### src/rtl/game_pkg.sv
// rtl/game_pkg.sv - shared types and widths for the 1A2B game sequencer
//
// Contents:
//   game_state_t : 3-bit FSM state, encodings are visible on game_ctrl.state
//   DIGITS       : digits per secret/guess
//   SCORE_W      : width of an A or B score (0..DIGITS)
//   TRIES_W      : width of the try counter
package game_pkg;

  typedef enum logic [2:0] {
    S_IDLE  = 3'd0,
    S_CLR   = 3'd1,
    S_GEN   = 3'd2,
    S_READY = 3'd3,
    S_LOAD  = 3'd4,
    S_CHECK = 3'd5,
    S_WIN   = 3'd6,
    S_LOSE  = 3'd7
  } game_state_t;

  localparam int DIGITS  = 4;
  localparam int SCORE_W = $clog2(DIGITS + 1);
  localparam int TRIES_W = 4;

endpackage

### src/rtl/game_ctrl_if.sv
// rtl/game_ctrl_if.sv - controller <-> guess datapath signal bundle
//
// Signals:
//   dp_reset       : clear pulse to the datapath
//   save_test      : secret-generation enable
//   dp_load        : guess-capture strobe
//   dp_valid       : secret complete
//   dp_input_error : current guess has repeated digits
//   dp_same        : guess equals secret
//   Anum / Bnum    : A and B scores of the captured guess
// Modports:
//   master : the game controller
//   slave  : the guess datapath
interface game_dp_if;
  import game_pkg::*;

  logic               dp_reset;
  logic               save_test;
  logic               dp_load;
  logic               dp_valid;
  logic               dp_input_error;
  logic               dp_same;
  logic [SCORE_W-1:0] Anum;
  logic [SCORE_W-1:0] Bnum;

  modport master (
    output dp_reset, save_test, dp_load,
    input  dp_valid, dp_input_error, dp_same, Anum, Bnum
  );

  modport slave (
    input  dp_reset, save_test, dp_load,
    output dp_valid, dp_input_error, dp_same, Anum, Bnum
  );

endinterface

### src/rtl/try_timer.sv
// rtl/try_timer.sv - idle counter for the READY state with clear and expiry
//
// Ports:
//   clk_i    : clock, rising edge
//   rst_i    : synchronous active-high reset
//   run_i    : count while high; counter is held at 0 while low
//   clr_i    : restart the count from 0
//   expire_o : high in the cycle the count reaches CYCLES-1 while running
// The counter returns to 0 after an expiry so the next window is a full one.
module try_timer #(
  parameter int CYCLES = 8
) (
  input  logic clk_i,
  input  logic rst_i,
  input  logic run_i,
  input  logic clr_i,
  output logic expire_o
);

  localparam int CW = (CYCLES > 2) ? $clog2(CYCLES) : 1;

  logic [CW-1:0] count_q, count_d;

  assign expire_o = run_i && (count_q == CW'(CYCLES - 1));

  always_comb begin
    count_d = count_q + CW'(1);
    if (!run_i || clr_i || expire_o) begin
      count_d = '0;
    end
  end

  always_ff @(posedge clk_i) begin
    if (rst_i) begin
      count_q <= '0;
    end else begin
      count_q <= count_d;
    end
  end

endmodule

### src/rtl/game_ctrl.sv
// rtl/game_ctrl.sv - game sequencer for the 1A2B number-guessing datapath
//
// Optional feature macro: GAME_CTRL_TIMEOUT_EN (READY idle timeout costs a try)
//
// Ports:
//   clka, reset          : clock and synchronous active-high reset
//   start                : pulse, begin a new game from IDLE/WIN/LOSE
//   guess_submit         : pulse, guess present on datapath inputs
//   dp (master)          : datapath strobes out, status and scores in
//   state                : current FSM state encoding
//   tries                : guesses consumed this game
//   last_A, last_B       : scores of the last checked guess
//   result_valid         : pulse when last_A/last_B update
//   err_pulse            : pulse when a guess is rejected
//   win, lose            : levels while in WIN / LOSE
//   timeout_pulse        : pulse when a READY timeout expires
module game_ctrl
  import game_pkg::*;
#(
  parameter int MAX_TRIES      = 10,
  parameter int TIMEOUT_CYCLES = 1_000_000
) (
  input  logic               clka,
  input  logic               reset,
  input  logic               start,
  input  logic               guess_submit,
  game_dp_if.master          dp,
  output logic [2:0]         state,
  output logic [TRIES_W-1:0] tries,
  output logic [SCORE_W-1:0] last_A,
  output logic [SCORE_W-1:0] last_B,
  output logic               result_valid,
  output logic               err_pulse,
  output logic               win,
  output logic               lose,
  output logic               timeout_pulse
);

  game_state_t        state_q, state_d;
  logic [TRIES_W-1:0] tries_q, tries_d;
  logic [SCORE_W-1:0] last_a_q, last_a_d;
  logic [SCORE_W-1:0] last_b_q, last_b_d;
  logic               result_q, result_d;
  logic               err_q, err_d;
  logic               tmo_q, tmo_d;

  logic               timeout_take;
  logic [TRIES_W-1:0] tries_inc;
  logic               last_try;

  // Increment that never wraps past MAX_TRIES.
  assign tries_inc = (tries_q >= TRIES_W'(MAX_TRIES)) ? tries_q : tries_q + TRIES_W'(1);
  // True when the try being consumed now is the final one allowed.
  assign last_try  = ({1'b0, tries_q} + 5'd1) == 5'(MAX_TRIES);

`ifdef GAME_CTRL_TIMEOUT_EN
  logic tmr_expire;

  try_timer #(
    .CYCLES (TIMEOUT_CYCLES)
  ) u_try_timer (
    .clk_i    (clka),
    .rst_i    (reset),
    .run_i    (state_q == S_READY),
    .clr_i    (guess_submit),
    .expire_o (tmr_expire)
  );

  // A submit on the expiry cycle takes precedence over the timeout.
  assign timeout_take = tmr_expire && !guess_submit;
`else
  logic unused_timeout_cfg;

  assign unused_timeout_cfg = (TIMEOUT_CYCLES < 2);
  assign timeout_take       = 1'b0;
`endif

  always_comb begin
    state_d  = state_q;
    tries_d  = tries_q;
    last_a_d = last_a_q;
    last_b_d = last_b_q;
    result_d = 1'b0;
    err_d    = 1'b0;
    tmo_d    = 1'b0;

    case (state_q)
      S_IDLE: begin
        if (start) state_d = S_CLR;
      end
      S_CLR: begin
        tries_d  = '0;
        last_a_d = '0;
        last_b_d = '0;
        state_d  = S_GEN;
      end
      S_GEN: begin
        if (dp.dp_valid) state_d = S_READY;
      end
      S_READY: begin
        if (guess_submit) begin
          if (dp.dp_input_error) err_d = 1'b1;
          else                   state_d = S_LOAD;
        end else if (timeout_take) begin
          tmo_d    = 1'b1;
          tries_d  = tries_inc;
          last_a_d = '0;
          last_b_d = '0;
          if (last_try) state_d = S_LOSE;
        end
      end
      S_LOAD: begin
        state_d = S_CHECK;
      end
      S_CHECK: begin
        last_a_d = dp.Anum;
        last_b_d = dp.Bnum;
        tries_d  = tries_inc;
        result_d = 1'b1;
        if (dp.dp_same)     state_d = S_WIN;
        else if (last_try)  state_d = S_LOSE;
        else                state_d = S_READY;
      end
      S_WIN, S_LOSE: begin
        if (start) state_d = S_CLR;
      end
      default: state_d = S_IDLE;
    endcase
  end

  always_ff @(posedge clka) begin
    if (reset) begin
      state_q  <= S_IDLE;
      tries_q  <= '0;
      last_a_q <= '0;
      last_b_q <= '0;
      result_q <= 1'b0;
      err_q    <= 1'b0;
      tmo_q    <= 1'b0;
    end else begin
      state_q  <= state_d;
      tries_q  <= tries_d;
      last_a_q <= last_a_d;
      last_b_q <= last_b_d;
      result_q <= result_d;
      err_q    <= err_d;
      tmo_q    <= tmo_d;
    end
  end

  // Datapath strobes are pure state decodes so each lasts exactly one state.
  assign dp.dp_reset  = (state_q == S_CLR);
  assign dp.save_test = (state_q == S_GEN);
  assign dp.dp_load   = (state_q == S_LOAD);

  assign state         = state_q;
  assign tries         = tries_q;
  assign last_A        = last_a_q;
  assign last_B        = last_b_q;
  assign result_valid  = result_q;
  assign err_pulse     = err_q;
  assign win           = (state_q == S_WIN);
  assign lose          = (state_q == S_LOSE);
  assign timeout_pulse = tmo_q;

endmodule

### src/flat_wrapper.sv
// flat-port wrapper written by rule: the top's interface ports become plain ports
module game_ctrl_flat import game_pkg::*;
#(
  parameter int MAX_TRIES      = 10,
  parameter int TIMEOUT_CYCLES = 1_000_000
)
  (clka, reset, start, guess_submit, state, tries, last_A, last_B, result_valid, err_pulse, win, lose, timeout_pulse, dp_dp_reset, dp_save_test, dp_dp_load, dp_dp_valid, dp_dp_input_error, dp_dp_same, dp_Anum, dp_Bnum);
  game_dp_if dp_i ();
  input  logic clka;
  input  logic reset;
  input  logic start;
  input  logic guess_submit;
  output logic [2:0] state;
  output logic [TRIES_W-1:0] tries;
  output logic [SCORE_W-1:0] last_A;
  output logic [SCORE_W-1:0] last_B;
  output logic result_valid;
  output logic err_pulse;
  output logic win;
  output logic lose;
  output logic timeout_pulse;
  output wire logic [$bits(dp_i.dp_reset)-1:0] dp_dp_reset;
  output wire logic [$bits(dp_i.save_test)-1:0] dp_save_test;
  output wire logic [$bits(dp_i.dp_load)-1:0] dp_dp_load;
  input wire logic [$bits(dp_i.dp_valid)-1:0] dp_dp_valid;
  input wire logic [$bits(dp_i.dp_input_error)-1:0] dp_dp_input_error;
  input wire logic [$bits(dp_i.dp_same)-1:0] dp_dp_same;
  input wire logic [$bits(dp_i.Anum)-1:0] dp_Anum;
  input wire logic [$bits(dp_i.Bnum)-1:0] dp_Bnum;
  assign dp_dp_reset = dp_i.dp_reset;
  assign dp_save_test = dp_i.save_test;
  assign dp_dp_load = dp_i.dp_load;
  assign dp_i.dp_valid = dp_dp_valid;
  assign dp_i.dp_input_error = dp_dp_input_error;
  assign dp_i.dp_same = dp_dp_same;
  assign dp_i.Anum = dp_Anum;
  assign dp_i.Bnum = dp_Bnum;
  game_ctrl #(.MAX_TRIES(MAX_TRIES), .TIMEOUT_CYCLES(TIMEOUT_CYCLES)) u_core (.clka(clka), .reset(reset), .start(start), .guess_submit(guess_submit), .dp(dp_i), .state(state), .tries(tries), .last_A(last_A), .last_B(last_B), .result_valid(result_valid), .err_pulse(err_pulse), .win(win), .lose(lose), .timeout_pulse(timeout_pulse));
endmodule
### config.mk
export PLATFORM = sky130hd
export DESIGN_NAME = game_ctrl_flat
export DESIGN_NICKNAME = d
export VERILOG_FILES = /design/src/rtl/game_pkg.sv /design/src/rtl/game_ctrl_if.sv /design/src/rtl/try_timer.sv /design/src/rtl/game_ctrl.sv /design/src/flat_wrapper.sv
export SDC_FILE = /design/constraint.sdc
export NUM_CORES = 1
export LEC_CHECK = 0
export BUFFER_PORTS_ARGS = -buffer_cell sky130_fd_sc_hd__buf_2
export CORE_UTILIZATION = 40
export DETAILED_ROUTE_END_ITERATION = 6
export HOLD_SLACK_MARGIN = 0.12
export PLACE_DENSITY = 0.72
export SETUP_SLACK_MARGIN = 0.15
export SYNTH_ARGS = -nofsm -noshare
export SYNTH_HDL_FRONTEND = slang
export SYNTH_SLANG_ARGS = --single-unit
### constraint.sdc
create_clock -name clka -period 4.2 [get_ports clka]
set_input_delay 0.63 -clock clka [delete_from_list [all_inputs] [get_ports clka]]
set_output_delay 0.63 -clock clka [all_outputs]
set_load 0.02 [all_outputs]
=== Word level (Yosys, flattened, before mapping) ===
Cells that the tools add are included.

* Register bits: 15
* Logic and storage cells: 43
* Output and inout bits: 21
* Input bits: 13

* Add/sub/neg operators: 2
* Bitwise logic cells: 2
* Equality and inequality tests: 13
* Reductions and logical operators: 6
* Order comparisons: 1
* Multiplexer cells: 13

{| class="wikitable"
|+ Operator list
! kind !! count
|-
| 2-to-1 mux 3 bit || 6
|-
| one-hot mux 3 bit (6 select lines) || 1
|-
| equality test 3 bit (second input constant) || 4
|-
| one-hot mux 3 bit (2 select lines) || 2
|-
| one-hot mux 4 bit (2 select lines) || 1
|-
| equality test 3 x 2 -> 1 bit (second input constant) || 2
|-
| inequality test 2 bit (second input constant) || 3
|-
| OR reduction 3 bit || 2
|-
| adder 4 x 1 -> 5 bit (second input constant) || 1
|-
| equality test 5 x 4 -> 1 bit (second input constant) || 1
|-
| adder 4 x 1 -> 4 bit (second input constant) || 1
|-
| >= comparator 4 bit (second input constant) || 1
|-
| 2-to-1 mux 4 bit || 1
|-
| inequality test 2 x 1 -> 1 bit (second input constant) || 2
|-
| AND reduction 4 bit || 1
|-
| equality test 3 x 1 -> 1 bit (second input constant) || 1
|-
| logical NOT 3 bit || 1
|-
| 2-to-1 mux 1 bit || 2
|-
| NOT 1 bit || 2
|-
| AND reduction 2 bit || 1
|-
| nonzero test 2 bit || 1
|}

=== Logic depth before layout (Yosys ltp) ===
Gate-level depths: netlist of the first run.

* Word-level depth: 5
* Mapped depth: 6
* Depth with buffers taken out: 6

=== Least setup slack after synthesis of the first run ===
OpenSTA, ideal clock, no wires.

* Kind: reg-to-output
* Start: reg u_core.state_q[2], in the netlist u_core.state[2]
* End: out dp_dp_load
* Path slack: 2.120 ns
* Arrival time: 1.450 ns
* Stages on the path, launching flop included: 4
* Path buffers: 2
* Required time: 3.570 ns
* Path through: dfxtp_1 buf_2 buf_4 nor3b_1

* Word-level cells in the longest chain between the ends: 1

{| class="wikitable"
|+ RTL lines
! element !! line !! text
|-
| start: declaration || game_ctrl.sv:39 || <nowiki>game_state_t state_q, state_d;</nowiki>
|-
| start signal: assignment || game_ctrl.sv:141 || <nowiki>state_q <= state_d;</nowiki>
|-
| equality test 3 bit || game_ctrl.sv:154 || <nowiki>assign dp.dp_load = (state_q == S_LOAD);</nowiki>
|-
| end: declaration || flat_wrapper.sv:24 || <nowiki>output wire logic [$bits(dp_i.dp_load)-1:0] dp_dp_load;</nowiki>
|}

No other way between the ends.

=== Worst setup path in the final report of the first run ===
* Start: reg u_core.state_q[1], in the netlist u_core.state[1]
* End: out dp_dp_reset

* Word-level cells in the longest chain between the ends: 1

{| class="wikitable"
|+ RTL lines
! element !! line !! text
|-
| equality test 3 x 1 -> 1 bit || game_ctrl.sv:152 || <nowiki>assign dp.dp_reset = (state_q == S_CLR);</nowiki>
|-
| end: declaration || flat_wrapper.sv:22 || <nowiki>output wire logic [$bits(dp_i.dp_reset)-1:0] dp_dp_reset;</nowiki>
|}

No other way between the ends.

==> results.txt, run 1 <==
outcome = completed
largest net degree at the start of global routing = 25
Setup TNS Final = 0 ns
crit-path cells = nand2b_1, nor2_1, buf_2
I/O pins = 34
total CTS buffers = 3
post-synthesis cell area = 781 um2
Req. time, crit path = 3.57 ns
ys flop type = dfxtp_1
Crit path buffers/inverters = 1
Root Buffer Master = clkbuf_4
post-DR wirelength/cell = 11.6 um
relative slew slack = 49.9%
Mapped Avg Cell Area = 8.05 um2
fin nets = 142
core area = 1780 um2
H-tree Lvls = 1
post-synth top area share = 38.5%
ys async rst share = 0%
RSZ-0062 raised after global routing = false
Fill cells = 184
GPL Wtd Cong = 0.772
Clock Path Buffers = 2
full die area = 2130 um2
cts hold-fix bufs = 0
Leak Pwr = 0.433 nW
HP Class = reg2reg
Starting Density = 43.8%
clock network power share = 29.9%
DP HPWL = 1170 um
library cells used by synthesis = 34
synthesis-stage register bit count = 15
Final period util = 55.1%
commonest non-fill, non-tap cell in the layout = buf_2
clock tree from TritonCTS = yes
startpoint types = flop
overflow left after global routing = 0
DRC = 0
Die Wd = 46.2 um
commonest cells after routing, fill and taps aside = buf_2 (32), dfxtp_1 (15), nand2_1 (11), nor2_1 (9), a21oi_1 (9)
layout cell share with drive strength beyond 1 = 29.6%
clock slew at reported path FFs = 0.09 ns
Post-synth EDFFs = 0
CP max stage delay = 0.59 ns
sequential fraction of the synthesis area = 38.5%
Net Sw Power = 0.0000912 W
total track usage = 18.1%
vias in the first global route = 608
drt via density = 5.11
DIE HEIGHT = 46.2 um
Skew-Pair Late Insertion Delay = 0.29 ns
Data arrival, critical path = 1.68 ns
Resize count post-CTS = 0
r2r setup slk = 2.64 ns
RR Startpoint = u_core.state[1]
slew at the pin with the worst max-slew slack = 0.751 ns
Seq pwr share = 53.5%
P_int = 0.000198 W
IO Port Bufs = 32
met3 WL = 98 um
Max Transition Viols Final = 0
met2 wire len = 759 um
Syn Nets = 113
Fmax achieved = 432 MHz
min-delay src = u_core.last_B[0]
slowest CP cell = dfxtp_1
fin crit period = 2.31 ns
initial drt markers = 29
maximum vdd ir drop = 0.000145 V
top post-synthesis cells by area = dfxtp_1 (38%), a21oi_1 (5.8%), nand2_1 (5.3%)
RR Endpoint = u_core.tries[1]
Setup Viol. Count Final = 0
Worst Skew = 0.000978 ns
area leader, netlist = dfxtp_1
CP Capture Type = primary output
Post-Syn Instances = 97
Max Used Layer = met4
Sw Share = 31.5%
crit path kind = reg2out
max_cap viols = 0
n_diodes = 0
First-pass DRT Iterations = 4
cell family with most CP delay = simple AND/OR/NAND/NOR gates
Antenna Nets Post-Route = 0
Layout Utilization = 53.1%
Comb pwr share = 16.5%
Layout area overhead = 21.3%
clock sinks = 15
Pwr Density = 306 nW/um2
Core Rows = 15
hold-critical path depth = 2
Hold EP = u_core.last_B[0]
vias post-DR = 767
antenna violations before repair = 0
final hold vios = 0
wire length of the first global-routing pass = 2660 um
worst-path maximum fanout = 15
final WL = 1740 um
met1 wire length = 835 um
postcts setup bufs = 0
Reg2Reg Depth = 4
synth warn = 0
-- cell type report --
cell class	instances	area [um2]	area share, %
Tap cell	25	31.3	3.30
Timing Repair Buffer	32	160	16.9
Sequential cell	15	300	31.7
Multi-Input combinational cell	70	413	43.6
Clock inverter	1	5.00	0.528
Inverter	4	15.0	1.59
Clock buffer	3	22.5	2.38
-- worst max path at each step --
stage          depth (start not counted)       startpoint  slack [ns]          end
4_1_cts                                3  u_core.state[1]        1.87  dp_dp_reset
3_5_place_dp                           3  u_core.state[1]        2.20  dp_dp_reset
6_report                               3  u_core.state[1]        1.89  dp_dp_reset
3_3_place_gp                           3  u_core.state[1]        2.27  dp_dp_reset
5_1_grt                                3  u_core.state[1]        1.72  dp_dp_reset
2_1_floorplan                          3  u_core.state[2]        2.12   dp_dp_load
-- worst min-delay path, stage by stage, from the launching register on --
cell and delay (ns):
dfxtp_1 0.32, nand2_1 0.05, a21oi_1 0.05
-- layer usage --
| metal | vias to the layer above | global-route usage, % |
|---|---|---|
| li1 | 390 | - |
| met4 | 0 | 12.4 |
| met1 | 343 | 23.8 |
| met2 | 28 | 25.4 |
| met3 | 6 | 4.71 |
| met5 | - | 0 |
-- synth_stat cells, drive strengths merged, types with 2 or more instances --
cell and instances:
dfxtp 15, nand2 11, a21oi 9, nor2 9, nand3 8, buf 7
inv 4, ha 3, nand2b 3, and3 2, nor3 2, nor3b 2
o21ai 2, o31ai 2
-- logic make-up after synthesis --
family / after synthesis / share of synthesized area, %
XOR/XNOR: 1 / 2.08
AND/OR/NAND/NOR: 43 / 27.6
AO/OA/AOI/OAI: 22 / 18.0
flip-flops: 15 / 38.5
other: 1 / 0.480
buffers and inverters: 12 / 8.65
adder cells (fa/ha/maj): 3 / 4.81
-- state kept, by name, summed over array words and instances (netlist names) --
name and cells:
u_core.err_pulse 1, u_core.last_B 3, u_core.state 3, u_core.result_valid 1, u_core.last_A 3, u_core.tries 4
-- power groups by stage --
stage	Sequential (W)	Combinational, W	Clock [W]
finish	0.000155	0.0000478	0.0000868
global route	0.000157	0.0000535	0.0000958
CTS	0.000155	0.0000483	0.0000894
detailed placement	0.000158	0.0000481	0
global placement	0.000157	0.0000480	0
floorplan	0.000155	0.0000402	0
-- through the flow --
stage          cell area [um2]  power [W]  worst slack, ns  cells  hold WS, ns
2_1_floorplan              781   0.000196             2.12     97        0.529
3_3_place_gp               920   0.000206             2.27    146        0.442
3_5_place_dp               920   0.000206             2.20    146        0.447
4_1_cts                    947   0.000293             1.87    150        0.461
5_1_grt                    947   0.000306             1.72    150        0.474
6_report                   947   0.000290             1.89    150        0.455
(Power assumes the default switching activity.)
==> inputs of run 2 (changes only) <==
==> constraint.sdc (replaced) <==
create_clock -name clka -period 2.2 [get_ports clka]
set_input_delay 0.33 -clock clka [delete_from_list [all_inputs] [get_ports clka]]
set_output_delay 0.33 -clock clka [all_outputs]
set_load 0.02 [all_outputs]
==> run 2 against run 1 <==
Effect of this change: sequential share of layout area fell by 0.49 points; core utilization up 0.84 points; design area rose by 1.6%; via count up 0.39%; critical path type unchanged; cell count is 1.3% higher; critical path depth unchanged; global-route usage down 0.90 points; critical endpoint is now dp_save_test; worst setup slack worse by 1.4 ns.
==> results.txt, run 2 (synthesized netlist as in run 1, its figures left out) <==
outcome = completed
Final period util = 80.0%
RSZ-0062 raised after global routing = false
DIE HEIGHT = 46.2 um (unchanged)
HP Class = in2reg
r2r setup slk = 0.68 ns (-1.96 ns)
Resize count post-CTS = 0 (unchanged)
Comb pwr share = 17.8% (+1.3 points)
Reg2Reg Depth = 6 (+2)
post-DR wirelength/cell = 11.7 um (+1.0%)
cts hold-fix bufs = 0 (unchanged)
Die Wd = 46.2 um (unchanged)
Worst Skew = 0.00305 ns (+0.00208 ns)
commonest non-fill, non-tap cell in the layout = buf_2
postcts setup bufs = 0 (unchanged)
CP startpoint = u_core.state[1]
maximum vdd ir drop = 0.000321 V (+120%)
P_int = 0.000382 W (+93%)
vias post-DR = 770 (+0.39%)
Starting Density = 43.8% (unchanged)
n_diodes = 0 (unchanged)
Setup TNS Final = 0 ns (unchanged)
final cell count without fillers = 152 (+1.3%)
Layout area overhead = 23.2%
antenna violations before repair = 0 (unchanged)
clock tree from TritonCTS = yes
drt via density = 5.07 (-0.93%)
Seq pwr share = 53.3% (-0.2 points)
startpoint types = flop
IO Port Bufs = 32 (unchanged)
largest net degree at the start of global routing = 18 (-28%)
total CTS buffers = 3 (unchanged)
Skew-Pair Late Insertion Delay = 0.28 ns (about the same)
initial drt markers = 13 (-55%)
core area = 1780 um2 (unchanged)
vias in the first global route = 618 (+1.6%)
full die area = 2130 um2 (unchanged)
Pwr Density = 577 nW/um2 (+89%)
clock network power share = 28.9% (-1.0 points)
Setup Viol. Count Final = 0 (unchanged)
Sw Share = 31.1% (-0.36 points)
Setup crit end = dp_save_test
Root Buffer Master = clkbuf_4
Leak Pwr = 0.443 nW (+2.3%)
RR Startpoint = u_core.tries[0]
worst-path maximum fanout = 14 (-1)
Fill cells = 189 (+2.7%)
commonest cells after routing, fill and taps aside = buf_2 (32), dfxtp_1 (15), nand2_1 (11), nor2_1 (9), a21oi_1 (9)
clock sinks = 15 (unchanged)
fin crit period = 1.76 ns
Net Sw Power = 0.000173 W (+90%)
I/O pins = 34 (unchanged)
First-pass DRT Iterations = 4 (unchanged)
Fmax achieved = 568 MHz
Data arrival, critical path = 1.43 ns (-0.25 ns)
CP Capture Type = primary output
Core Rows = 15 (unchanged)
Cells after DPL = 148 (+1.4%)
slew at the pin with the worst max-slew slack = 0.522 ns (-0.229 ns)
Max Transition Viols Final = 0 (unchanged)
Req. time, crit path = 1.87 ns (-1.70 ns)
crit path kind = reg2out
final WL = 1780 um (+2.4%)
hold slack = 0.311 ns (-0.145 ns)
Antenna Nets Post-Route = 0 (unchanged)
wire length of the first global-routing pass = 2570 um (-3.1%)
Largest register FFs = 4 (unchanged)
overflow left after global routing = 0 (unchanged)
RR Endpoint = u_core.tries[1]
fin nets = 144 (+1.4%)
DRC = 0 (unchanged)
max_cap viols = 0 (unchanged)
DP HPWL = 1280 um (+9.2%)
H-tree Lvls = 1 (unchanged)
GPL Wtd Cong = 0.818 (+5.9%)
Clock Path Buffers = 2 (unchanged)
layout cell share with drive strength beyond 1 = 30.7% (+1.1 points)
relative slew slack = 65.2% (+15 points)
total track usage = 17.2% (-0.90 points)
clock slew at reported path FFs = 0.10 ns (about the same)
final hold vios = 0 (unchanged)
==> run 2: cell count changes in the layout (fill, tap and decap cells not counted) <==
cell	before	now
buf_4	0	2
==> run 2: worst min-delay path by stage <==
stage | start | to | slack [ns] | cells after the start
final | dp_Bnum[2] | u_core.last_B[2] | 0.31 | 3
after global routing | dp_Bnum[2] | u_core.last_B[2] | 0.31 | 3
after CTS | dp_Bnum[2] | u_core.last_B[2] | 0.31 | 3
after detailed placement | u_core.last_A[2] | u_core.last_A[2] | 0.45 | 2
after global placement | u_core.last_A[2] | u_core.last_A[2] | 0.44 | 2
after floorplan | reset | u_core.state[0] | 0.40 | 1
==> run 2: area by class of cell <==
type	count	area, um2	share of cell area (%)
Clock buffer	3	22.5	2.34
Clock inverter	1	5.00	0.520
Inverter	4	15.0	1.56
Multi-Input combinational cell	70	413	42.9
Sequential cell	15	300	31.2
Tap cell	25	31.3	3.25
Timing Repair Buffer	34	175	18.2
==> run 2: critical path: stages, from the launching register on <==
cell and delay [ns]:
dfxtp_1 0.59, or2b_1 0.31, nor2_1 0.09, buf_2 0.16
==> run 2: per-layer routing <==
metal	vias to the layer above	wire (um)	global-route usage (%)
li1	395	-	-
met1	357	867	20.5
met2	16	846	29.6
met3	2	54	3.53
met4	0	12	7.06
met5	-	0	0
==> run 2: power by group through the flow <==
stage / clock network [W] / logic, W / registers, W
finish: 0.000161 / 0.0000986 / 0.000296
global route: 0.000179 / 0.000109 / 0.000299
CTS: 0.000168 / 0.0000982 / 0.000296
detailed placement: 0 / 0.0000977 / 0.000302
global placement: 0 / 0.0000981 / 0.000302
floorplan: 0 / 0.0000768 / 0.000297
==> run 2: metrics by stage <==
step,area [um2],total power [W],worst slack (ns),utilization (%)
finish,962,0.000555,0.441,54.0
detailed placement,935,0.000400,0.728,52.4
CTS,962,0.000562,0.436,54.0
global placement,935,0.000400,0.760,52.4
global route,962,0.000586,0.320,54.0
floorplan,781,0.000374,0.420,-
